--- src/rtl/uart_host_ctrl.sv ---
// Host-side command sequencer for a byte UART: frames load/read/start commands,
// streams source memory out over tx and writes received bytes into sink memory.
module uart_host_ctrl #(
  parameter int ADDR_WIDTH   = 19,
  parameter int GUARD_CYCLES = 2
) (
  input  logic                  clk,
  input  logic                  rst,
  input  logic                  cmd_valid,
  output logic                  cmd_ready,
  input  logic [2:0]            cmd_op,
  input  logic [23:0]           cmd_len,
  output logic [7:0]            tx_data,
  output logic                  tx_wr_en,
  input  logic                  tx_busy,
  input  logic [7:0]            rx_data,
  input  logic                  rx_rdy,
  output logic                  rx_rdy_clr,
  output logic [ADDR_WIDTH-1:0] src_addr,
  input  logic [7:0]            src_data,
  output logic                  snk_we,
  output logic [ADDR_WIDTH-1:0] snk_addr,
  output logic [7:0]            snk_data,
  output logic                  done,
  output logic                  err
);

  typedef enum logic [2:0] {
    IDLE, SEND_OP, SEND_LEN, SEND_DATA, RECV_DATA, WAIT_END, FINISH
  } state_t;

  localparam int GW = $clog2(GUARD_CYCLES + 2);
  localparam logic [GW-1:0] GUARD_LOAD = GW'(GUARD_CYCLES);

  state_t          state_reg;
  logic [2:0]      op_reg;
  logic [23:0]     len_reg;
  logic [23:0]     cnt_reg;
  logic [1:0]      len_idx_reg;
  logic [1:0]      fetch_reg;
  logic [GW-1:0]   guard_reg;

  logic        tx_ok;
  logic        rx_new;
  logic        accept;
  logic [23:0] cnt_inc;

  // A byte may go out only once the guard window has elapsed and the UART is idle.
  assign tx_ok   = (guard_reg == '0) && !tx_busy && !tx_wr_en;
  assign rx_new  = rx_rdy && !rx_rdy_clr;
  assign accept  = cmd_valid && cmd_ready;
  assign cnt_inc = cnt_reg + 24'd1;

  function automatic logic [7:0] op_byte(input logic [2:0] op);
    case (op)
      3'd0:    op_byte = 8'hFF;
      3'd1:    op_byte = 8'hFD;
      3'd2:    op_byte = 8'hFE;
      3'd3:    op_byte = 8'hFC;
      3'd4:    op_byte = 8'hF9;
      3'd5:    op_byte = 8'hF0;
      default: op_byte = 8'h00;
    endcase
  endfunction

  always_ff @(posedge clk) begin
    if (!rst) begin
      state_reg   <= IDLE;
      op_reg      <= '0;
      len_reg     <= '0;
      cnt_reg     <= '0;
      len_idx_reg <= '0;
      fetch_reg   <= '0;
      guard_reg   <= '0;
      cmd_ready   <= 1'b0;
      tx_data     <= '0;
      tx_wr_en    <= 1'b0;
      rx_rdy_clr  <= 1'b0;
      src_addr    <= '0;
      snk_we      <= 1'b0;
      snk_addr    <= '0;
      snk_data    <= '0;
      done        <= 1'b0;
      err         <= 1'b0;
    end else begin
      tx_wr_en   <= 1'b0;
      rx_rdy_clr <= 1'b0;
      snk_we     <= 1'b0;
      done       <= 1'b0;
      if (guard_reg != '0) guard_reg <= guard_reg - GW'(1);

      case (state_reg)
        IDLE: begin
          cmd_ready <= 1'b1;
          if (accept) begin
            op_reg      <= cmd_op;
            len_reg     <= cmd_len;
            cnt_reg     <= '0;
            len_idx_reg <= '0;
            fetch_reg   <= '0;
            err         <= 1'b0;
            cmd_ready   <= 1'b0;
            state_reg   <= SEND_OP;
          end else if (rx_new) begin
            rx_rdy_clr <= 1'b1;
            err        <= 1'b1;
          end
        end

        SEND_OP: begin
          if (op_reg > 3'd5) begin
            err       <= 1'b1;
            state_reg <= FINISH;
          end else if (tx_ok) begin
            tx_data   <= op_byte(op_reg);
            tx_wr_en  <= 1'b1;
            guard_reg <= GUARD_LOAD;
            case (op_reg)
              3'd0, 3'd1:       state_reg <= SEND_LEN;
              3'd2, 3'd3, 3'd4: state_reg <= RECV_DATA;
              default:          state_reg <= WAIT_END;
            endcase
          end
        end

        SEND_LEN: begin
          if (tx_ok) begin
            case (len_idx_reg)
              2'd0:    tx_data <= len_reg[23:16];
              2'd1:    tx_data <= len_reg[15:8];
              default: tx_data <= len_reg[7:0];
            endcase
            tx_wr_en    <= 1'b1;
            guard_reg   <= GUARD_LOAD;
            len_idx_reg <= len_idx_reg + 2'd1;
            if (len_idx_reg == 2'd2)
              state_reg <= (len_reg == '0) ? FINISH : SEND_DATA;
          end
        end

        // Address phase, one settle cycle for the registered memory read, then send.
        SEND_DATA: begin
          case (fetch_reg)
            2'd0: begin
              if (cnt_reg == len_reg) begin
                state_reg <= FINISH;
              end else begin
                src_addr  <= ADDR_WIDTH'(cnt_reg);
                fetch_reg <= 2'd1;
              end
            end
            2'd1: fetch_reg <= 2'd2;
            default: begin
              if (tx_ok) begin
                tx_data   <= src_data;
                tx_wr_en  <= 1'b1;
                guard_reg <= GUARD_LOAD;
                cnt_reg   <= cnt_inc;
                fetch_reg <= 2'd0;
              end
            end
          endcase
        end

        RECV_DATA: begin
          if (cnt_reg == len_reg) begin
            state_reg <= FINISH;
          end else if (rx_new) begin
            rx_rdy_clr <= 1'b1;
            snk_we     <= 1'b1;
            snk_addr   <= ADDR_WIDTH'(cnt_reg);
            snk_data   <= rx_data;
            cnt_reg    <= cnt_inc;
          end
        end

        WAIT_END: begin
          if (rx_new) begin
            rx_rdy_clr <= 1'b1;
            if (rx_data == 8'hEF) state_reg <= FINISH;
            else                  err       <= 1'b1;
          end
        end

        FINISH: begin
          done      <= 1'b1;
          cmd_ready <= 1'b1;
          state_reg <= IDLE;
        end

        default: state_reg <= IDLE;
      endcase
    end
  end

endmodule

--- config.mk ---
export PLATFORM = sky130hd
export DESIGN_NAME = uart_host_ctrl
export DESIGN_NICKNAME = d
export VERILOG_FILES = /design/src/rtl/uart_host_ctrl.sv
export SDC_FILE = /design/constraint.sdc
export NUM_CORES = 1
export LEC_CHECK = 0
export ABC_AREA = 1
export CORE_ASPECT_RATIO = 0.75
export CORE_MARGIN = 8
export CORE_UTILIZATION = 49
export CTS_BUF_LIST = sky130_fd_sc_hd__clkbuf_8 sky130_fd_sc_hd__clkbuf_16
export DETAILED_ROUTE_END_ITERATION = 6
export GPL_ROUTABILITY_DRIVEN = 0
export HOLD_SLACK_MARGIN = 0.15
export PLACE_DENSITY = 0.77
export SYNTH_ARGS = -nofsm -noshare
export SYNTH_HDL_FRONTEND = slang
export SYNTH_SLANG_ARGS = --single-unit
--- constraint.sdc ---
create_clock -name clk -period 1.9 [get_ports clk]
set_input_delay 0.285 -clock clk [delete_from_list [all_inputs] [get_ports clk]]
set_output_delay 0.285 -clock clk [all_outputs]
set_load 0.01 [all_outputs]
# Word level (Yosys, flattened, before mapping)
# Index checks and enable logic that the tools add are counted.
dict set report word_totals {
  register_bits 120
  in_bits 48
}
dict set report classes {
  add_sub_neg 3
  magnitude_cmp 1
  eq_ne 34
  n_mux 55
  bitwise_logic 1
  reduce_logical 33
}
# op count
set op_table {}
lappend op_table {{2-to-1 mux 24 bit} 5}
lappend op_table {{case mux 24 bit (3 select lines)} 1}
lappend op_table {{case mux 8 bit (6 select lines)} 1}
lappend op_table {{2-to-1 mux 8 bit} 5}
lappend op_table {{2-to-1 mux 3 bit} 10}
lappend op_table {{!= test 2 bit, second input constant} 14}
lappend op_table {{adder 24 x 1 -> 24 bit, second input constant} 1}
lappend op_table {{equality test 24 bit} 1}
lappend op_table {{logical NOT 24 bit} 1}
lappend op_table {{case mux 8 bit (3 select lines)} 1}
lappend op_table {{case mux 3 bit (6 select lines)} 1}
lappend op_table {{2-to-1 mux 2 bit} 8}
lappend op_table {{case mux 8 bit (2 select lines)} 1}
lappend op_table {{equality test 3 bit, second input constant} 5}
lappend op_table {{2-to-1 mux 1 bit} 13}
lappend op_table {{equality test 3 x 2 -> 1 bit, second input constant} 4}
lappend op_table {{case mux 2 bit (2 select lines)} 3}
lappend op_table {{AND reduction 6 bit} 2}
lappend op_table {{!= test 3 bit, second input constant} 3}
lappend op_table {{case mux 1 bit (3 select lines)} 3}
lappend op_table {{AND reduction 3 bit} 3}
lappend op_table {{nonzero test 3 bit} 3}
lappend op_table {{equality test 8 bit, second input constant} 1}
lappend op_table {{nonzero test 2 bit} 4}
lappend op_table {{21 further kinds} 33}

# Longest topological paths before layout
# Gate-level depths: netlist of run 1.
dict set report logic_depth {
  depth_word 6
  mapped_depth 14
}

# Least setup slack after synthesis of run 1
# OpenSTA, ideal clock, no wires.
dict set report synth_timing {
  kind {register to register}
  from {register cnt_reg[0]}
  to {register cnt_reg[16]}
  arrival_ns 1.639
  t_required_ns 1.830
  slack_ns 0.191
  stages_incl_launch_ff 12
  period_less_slack_ns 1.709
  cell_sequence {dfxtp_1 ha_1 nand3_1 inv_1 nand3_1 nor2_1 nand3_1 nand2_1 nand2_1 nor2_1 nand3_1 a21oi_1}
}
dict set report synth_via {
  elab_chain_cells 4
  word_cells_on_any_way 9
  cone_classes {1 x add/sub; 2 x eq/ne; 5 x mux; 1 x reduce/logical}
}
# item line_no
set synth_lines {}
lappend synth_lines {{start, declared} 38} ;# logic [23:0] cnt_reg;
lappend synth_lines {{start signal, assigned} 158} ;# cnt_reg <= cnt_inc;
lappend synth_lines {{start signal, assigned} 173} ;# cnt_reg <= cnt_inc;
lappend synth_lines {{adder 24 x 1 -> 24 bit} 52} ;# assign cnt_inc = cnt_reg + 24'd1;
lappend synth_lines {{2-to-1 mux 24 bit (on tied branches)} {168, 154}}
lappend synth_lines {{2-to-1 mux 24 bit (on tied branches)} {166, 143}}
lappend synth_lines {{case mux 24 bit (3 select lines)} 92} ;# case (state_reg)
# Several ways; a longest one is shown, not always the timed one. The select of a mux whose other input is x is not followed.
# A chain may end at the register's enable or synchronous reset.

# Worst setup path in the final report of run 1
dict set report layout_timing {
  from {register state_reg[0]}
  to {register cnt_reg[3]}
}
dict set report layout_via {
  elab_chain_cells 3
  word_cells_on_any_way 11
  cone_classes {7 x eq/ne; 1 x mux; 3 x reduce/logical}
}
# item line_no
set layout_lines {}
lappend layout_lines {{start, declared} 35} ;# state_t state_reg;
lappend layout_lines {{start signal, assigned} 137} ;# state_reg <= (len_reg == '0) ? FINISH : SEND_DATA;
lappend layout_lines {{equality test 3 bit, or another cell as far along} 92}
lappend layout_lines {{!= test 2 bit (no line) or nonzero test 3 bit (tied branches)} n/a}
lappend layout_lines {{AND reduction 6 bit (no line)} n/a}
# Several ways; a longest one is shown, not always the timed one.

==> key figures, run 1 <==
Clocking
  – Bufs on Longest Clock Path: 2
  – Root Buffer: clkbuf_16
  – Cts bufs inserted: 17
  – TritonCTS Sinks: 120
  – Clock-pin slew on the worst setup and hold paths: around 0.05 ns
  – CTS H-tree lvls: 4
  – Worst-skew pair later-pin latency: approximately 0.42 ns
  – Hold-fix buffers at CTS: 0
  – CTS tree: yes

Power
  – Part of the power in registers: between 20% and 30%
  – Combinational power share: between 40% and 50%
  – Pint: 7.12 mW
  – Net switching power: around 4.1 mW
  – Clock power share: 29.0%
  – P_leak: 3.50 nW
  – Switching share of total power: 36.3%
  – VDD IR max: roughly 0.88 mV
  – Pwr/cell area: 1280 nW/um2

Finish
  – Area grow syn2layout: 42.9%
  – Final Net Count: 1,149
  – Antenna cell count: 0
  – Layout cells sized above 1: ~17%

Global route
  – Vias in the first global route: between 6k and 7k
  – Grt total ovfl: 0
  – First-pass GRT wire length: 32,100 um
  – GRT Total Usage: between 20% and 30%
  – Largest net degree at the start of global routing: slightly above 80
  – Initial antenna violation count: 0

STA
  – Crit share post-route: between 90% and 100%
  – Slew HR: between 60% and 70%
  – Final setup viols: 0
  – Max Transition Viols Final: 0
  – Highest clock rate: ~540 MHz
  – Min Tclk post-route: around 1.9 ns
  – RSZ-0062 raised after global routing: true
  – Fin Hold WS: approximately 0.38 ns
  – Slew @ Worst Pin: between 0.4 and 0.5 ns
  – Final Hold Vio Count: 0
  – Worst setup margin: approximately 0.034 ns
  – Final Skew: 0.00749 ns

Flow run
  – MaxCap Viol Count: 0

Placement
  – Pre-CTS setup slack: -0.0339 ns
  – PortBufs: roughly 110
  – HPWL Detailed: about 15,000 um

Logic synthesis
  – Combinational family with the most area after synthesis: simple AND/OR/NAND/NOR gates
  – Post-synthesis adder-cell area fraction: less than 1%
  – Complex-gate fraction of the synthesized area: about a fifth
  – Synth Area in Simple Gates: between 20% and 30%
  – Post-synth top area cell: dfxtp_1
  – Sequential area share after synthesis: between 30% and 40%
  – Top cell type's share of synthesized area: between 30 and 40%
  – Mapped Cells: 927
  – Ys Warns: 0
  – Mux contribution to synthesized area: 0%
  – Syn Nets: 979
  – Post-Syn Area: ~6100 um2
  – Top cells by area, synth: dfxtp_1 (39%), nand2_1 (13%), a21oi_1 (7.9%), inv_1 (6.1%), nand3_1 (6.1%)
  – Synthesis-stage register bit count: 120
  – Syn avg cell area: 6.60 um2
  – Synth Area in XOR/XNOR: around 1.1%
  – Yosys cell types: 32

Setup path
  – Crit start category: register
  – Data required, critical path: roughly 2.2 ns
  – CP peak stage delay: 0.37 ns
  – Max stage delay cell, worst path: dfxtp_2
  – CP max FO: 19
  – Critical-path cell list: nor2_2 > inv_2 > nor2_4 > nand2_1 > o21ai_2 > a211oi_4 > buf_4 > buf_12 > buf_4 > a21oi_1 > nor2_1
  – Most frequent cell on the critical path: buf_4
  – CP Class: register to register
  – Crit path capture type: register
  – Crit path DAT: roughly 2.2 ns

Floorplan
  – Die area: roughly 16,000 um2
  – # rows: 35
  – Die width: around 150 um
  – Core Region: between 10,000 and 15,000 um2
  – I/O pins: roughly 110
  – Starting density of the core: roughly half
  – Die span in y: 113 um

Drt
  – Final wirelength: around 21,000 um
  – Drt first pass iters: 7
  – Vias/cell: roughly 5.4
  – Vias: 6,954
  – Remaining DRCs: 0
  – Final ANT Viol Nets: 0
  – DR iter-0 viols: ~660
  – WL/cell: approximately 16 um

Run status
  – Outcome: finished, final reports clean

Hold path
  – HP Class: input pin to register
==> per-stage QoR <==
step                      instances  util [%]  instance area [um2]  TNS [ns]  power [mW]
after global routing           1276      71.6                 8750    -0.429        11.8
after CTS                      1268      69.7                 8520         0        10.7
after detailed placement       1236      64.8                 7920    -0.102        7.45
final                          1276      71.6                 8750         0        11.2
after global placement         1236      64.8                 7920   -0.0224        7.37
after floorplan                 927         -                 6120         0        5.71
==> area by class of cell <==
cell class / instances / area (um2)
Fill cell: 982 / 3470
Multi-Input combinational cell: 641 / 3120
Sequential cell: 120 / 2440
Timing Repair Buffer: 206 / 1980
Clock buffer: 19 / 453
Inverter: 111 / 419
Tap cell: 166 / 208
Clock inverter: 13 / 138
==> cell usage after synthesis, drive strengths merged <==
master	instances
nand3b	3
o211ai	1
nand4	13
buf	32
a21oi	107
a211oi	1
o22ai	8
ha	4
a32oi	1
nand2	210
clkbuf	23
or2	1
clkinv	2
a41oi	8
nor2	102
a31oi	3
dfxtp	120
inv	109
xor2	8
nor3	11
nand3	76
o21ai	83
o311ai	1
==> per-layer routing <==
metal	track usage [%]	share of wire, %	vias to the layer above
met4	7.05	2.4	0
met2	38.1	45	376
met5	0	0	-
met3	6.74	10	49
li1	-	-	3371
met1	31.2	43	3158
==> layout by cell type, fill, tap and decap left out, types with 4 or more instances in the layout <==
cell type          n
inv_2             10
dfxtp_2           15
inv_1            102
dfxtp_1          101
ha_1               4
clkdlybuf4s50_1  106
clkinv_2           5
dfxtp_4            4
nand3_1           71
a21oi_1           96
o21ai_0           67
nor2_2            12
nand2_1          209
o21ai_1           14
clkbuf_16         20
a21oi_2           11
a41oi_1            8
nand4_1           13
nor3_1            10
o22ai_1            8
xor2_1             8
buf_4             86
buf_12             9
nor2_1            88
==> worst paths after layout <==
check,startpoint,cells past startpoint,endpoint,slack (ns)
setup reg to reg,state_reg[0],11,cnt_reg[3],0.03
hold reg to reg,snk_data[2],2,snk_data[2],0.44
hold / removal,rst,4,cnt_reg[18],0.38
setup / recovery,state_reg[0],11,cnt_reg[3],0.03
==> power by group through the flow <==
stage | sequential [mW] | combinational [mW] | clock (mW)
after floorplan | 3.29 | 2.42 | 0
after CTS | 3.23 | 4.24 | 3.25
after global placement | 3.26 | 4.11 | 0
final | 3.27 | 4.67 | 3.24
after global routing | 3.32 | 5.06 | 3.40
after detailed placement | 3.27 | 4.19 | 0
==> logic make-up after synthesis <==
kind of cell	after synthesis
simple gates	416
compound gates	213
buf+inv	166
flops	120
xor+xnor	8
fa+ha+maj	4
==> what timing repair did <==
item / 4_1_cts / 5_1_grt
buffers inserted: 0 / 5
cloned: 0 / 3
endpoints found under the hold margin: 0 / 0
pin swaps: 0 / 3
resized for setup: 4 / 48
setup endpoints to repair: 26 / 102
==> critical path, delay by kind of cell (launching register included) <==
kind                   cells  cell delay [ns]
and+or+nand+nor            4             0.52
buffers and inverters      4             0.52
DFF                        1             0.37
AOI/OAI and AO/OA          3             0.33
(Power assumes the default switching activity.)
==> run 2: changes to the inputs <==
--- a/config.mk
+++ b/config.mk
@@ -9,7 +9,7 @@
 export CORE_ASPECT_RATIO = 0.75
 export CORE_MARGIN = 8
 export CORE_UTILIZATION = 49
-export CTS_BUF_LIST = sky130_fd_sc_hd__clkbuf_8 sky130_fd_sc_hd__clkbuf_16
+export CTS_BUF_LIST = sky130_fd_sc_hd__clkbuf_4 sky130_fd_sc_hd__clkbuf_8
 export DETAILED_ROUTE_END_ITERATION = 6
 export GPL_ROUTABILITY_DRIVEN = 0
 export HOLD_SLACK_MARGIN = 0.15
==> constraint.sdc (replaced) <==
create_clock -name clk -period 1.9 [get_ports clk]
set_input_delay 0.285 -clock clk [delete_from_list [all_inputs] [get_ports clk]]
set_output_delay 0.285 -clock clk [all_outputs]
set_load 0.02 [all_outputs]
==> run 2 against run 1 <==
  * Worst hold slack got worse by 0.024 ns
  * Clock-buffer cell count is 4 higher
  * Final cell count shrank 0.16%
  * Via count down 0.89%
  * Non-clock buffer count fell by 2
  * Cell area fell by 2.4%
  * Critical path type unchanged
  * Critical endpoint unchanged
  * Highest routed layer unchanged
==> key figures, run 2 (synthesis gave the netlist of run 1 again) <==
Run status
  – Outcome: finished, final reports clean

Power
  – Pwr/cell area: 1220 nW/um2
  – Part of the power in registers: a little under a third
  – VDD IR max: 0.867 mV
  – Switching share of total power: 38.5%
  – Net switching power: just over 4 mW
  – Pint: around 6.4 mW
  – Combinational power share: between 40 and 50%
  – Clock power share: 23.3%
  – P_leak: approximately 3.4 nW

Clocking
  – CTS tree: yes
  – Clock-pin slew on the worst setup and hold paths: ~0.070 ns
  – Cts bufs inserted: 17
  – Bufs on Longest Clock Path: 2
  – Worst-skew pair later-pin latency: about 0.44 ns
  – CTS H-tree lvls: 4
  – Root Buffer: clkbuf_8
  – TritonCTS Sinks: 120

Global route
  – Grt total ovfl: 0
  – GRT Total Usage: a little under a quarter
  – Largest net degree at the start of global routing: slightly above 80
  – Vias in the first global route: 6,164
  – Initial antenna violation count: 0
  – First-pass GRT wire length: around 31,000 um

Setup path
  – Data required, critical path: between 2 and 2.5 ns
  – Crit start category: register
  – Crit path DAT: 2.16 ns
  – CP max FO: 19
  – CP Class: register to register
  – Reg2Reg Depth: 11
  – R2R Setup Slk: around 0.059 ns
  – Worst reg2reg startpoint: state_reg[0]
  – Critical Path Start: state_reg[0]
  – Crit path capture type: register
  – Worst R2R End: cnt_reg[3]

Finish
  – Final Net Count: ~1.1k
  – Finished Cell Area: around 8500 um2
  – Antenna cell count: 0
  – Commonest cells after routing, fill and taps aside: nand2_1 (209), clkdlybuf4s50_1 (106), dfxtp_1 (101)
  – Area grow syn2layout: 39.5%
  – Register area: approximately 2400 um2
  – Layout cells sized above 1: between 10% and 20%
  – Util after Layout: 69.9%
  – Most common cell after layout, fill and taps aside: nand2_1
  – Fillers: between 1k and 1.5k
  – Layout Cells excl Fill: 1,274
  – Area of the multi-input gates: a little over 3000 um2

STA
  – Min Tclk post-route: 1.84 ns
  – Slew HR: 69.1%
  – Final Hold Vio Count: 0
  – Final setup viols: 0
  – Final Skew: a little over 0.01 ns
  – Slew @ Worst Pin: between 0.4 and 0.5 ns
  – Max Transition Viols Final: 0
  – Highest clock rate: around 540 MHz
  – Fin Hold WS: ~0.35 ns
  – Worst setup margin: roughly 0.06 ns
  – Crit share post-route: between 90% and 100%

Drt
  – Final wirelength: between 20,000 and 25,000 um
  – Final ANT Viol Nets: 0
  – Drt first pass iters: 7
  – DR iter-0 viols: approximately 640
  – Vias/cell: around 5.4
  – Vias: 6,892
  – WL/cell: between 15 and 20 um
  – Remaining DRCs: 0

Floorplan
  – # rows: 35
  – Starting density of the core: about half
  – Die area: roughly 16,000 um2
  – I/O pins: between 100 and 150
  – Die span in y: ~110 um
  – Die width: 145 um
  – Core Region: between 10,000 and 15,000 um2

Hold path
  – WHS Path Cells: 4
  – Hold Path End: cnt_reg[18]
  – HP Class: input pin to register
  – Hold path startpoint: rst

Placement
  – Placed cell area: approximately 7900 um2
  – HPWL Detailed: around 15,000 um
  – Placed insts: approximately 1.2k
  – Pre-CTS setup slack: -0.0339 ns
  – PortBufs: ~110

Flow run
  – MaxCap Viol Count: 0
run 2: worst max-delay path, stage by stage (launching register included):
cell and delay [ns]:
dfxtp_2 0.37, nor2_2 0.18, inv_2 0.08, nor2_4 0.14
nand2_1 0.11, o21ai_2 0.10, a211oi_4 0.07, buf_4 0.15
buf_12 0.15, buf_4 0.14, a21oi_1 0.16, nor2_1 0.07
run 2: cell type report:
class	instances	area share, %
Multi-Input combinational cell	641	36.4
Sequential cell	120	28.5
Tap cell	166	2.43
Timing Repair Buffer	204	22.9
Clock inverter	9	1.44
Clock buffer	23	3.41
Inverter	111	4.91
run 2: repair_timing:
item / CTS / global route
hold buffers: 0 / 0
gates resized for setup: 3 / 44
pin swaps: 0 / 5
setup endpoints to repair: 14 / 91
hold endpoints to repair: 0 / 0
buffers inserted: 0 / 3
gates cloned: 0 / 3
run 2: how the worst max path moves through the flow:
stage	end	cells after the start
2_1_floorplan	cnt_reg[16]	11
4_1_cts	cnt_reg[14]	11
3_3_place_gp	state_reg[2]	10
3_5_place_dp	state_reg[2]	10
6_report	cnt_reg[3]	11
5_1_grt	cnt_reg[3]	13
run 2: layer usage:
layer  wire length (um)  part of all wire (%)  GRT usage [%]  up-vias
met4                324                   1.6           6.09        0
met1               8760                    43           30.6     3129
li1                   -                     -              -     3360
met2               9120                    45           37.2      367
met3               2140                    11           6.70       36
met5                  0                     0              0        -
run 2: per-stage QoR:
stage	power (mW)	TNS, ns
2_1_floorplan	5.84	0
5_1_grt	11.0	-0.0827
6_report	10.4	0
3_3_place_gp	7.50	-0.0224
3_5_place_dp	7.58	-0.102
4_1_cts	10.0	0
run 2: power by group through the flow:
stage | Sequential, mW | Combinational [mW] | Clock (mW)
5_1_grt | 3.31 | 5.15 | 2.58
4_1_cts | 3.22 | 4.36 | 2.45
3_3_place_gp | 3.26 | 4.24 | 0
6_report | 3.26 | 4.75 | 2.43
3_5_place_dp | 3.27 | 4.32 | 0
2_1_floorplan | 3.42 | 2.42 | 0
==> run 3: changes to the inputs <==
--- a/config.mk
+++ b/config.mk
@@ -10,6 +10,7 @@
 export CORE_MARGIN = 8
 export CORE_UTILIZATION = 49
 export CTS_BUF_LIST = sky130_fd_sc_hd__clkbuf_4 sky130_fd_sc_hd__clkbuf_8
+export CTS_CLUSTER_DIAMETER = 200
 export DETAILED_ROUTE_END_ITERATION = 6
 export GPL_ROUTABILITY_DRIVEN = 0
 export HOLD_SLACK_MARGIN = 0.15
==> results of run 3 <==
Final layout, timing and power as in run 2 (identical DEF).
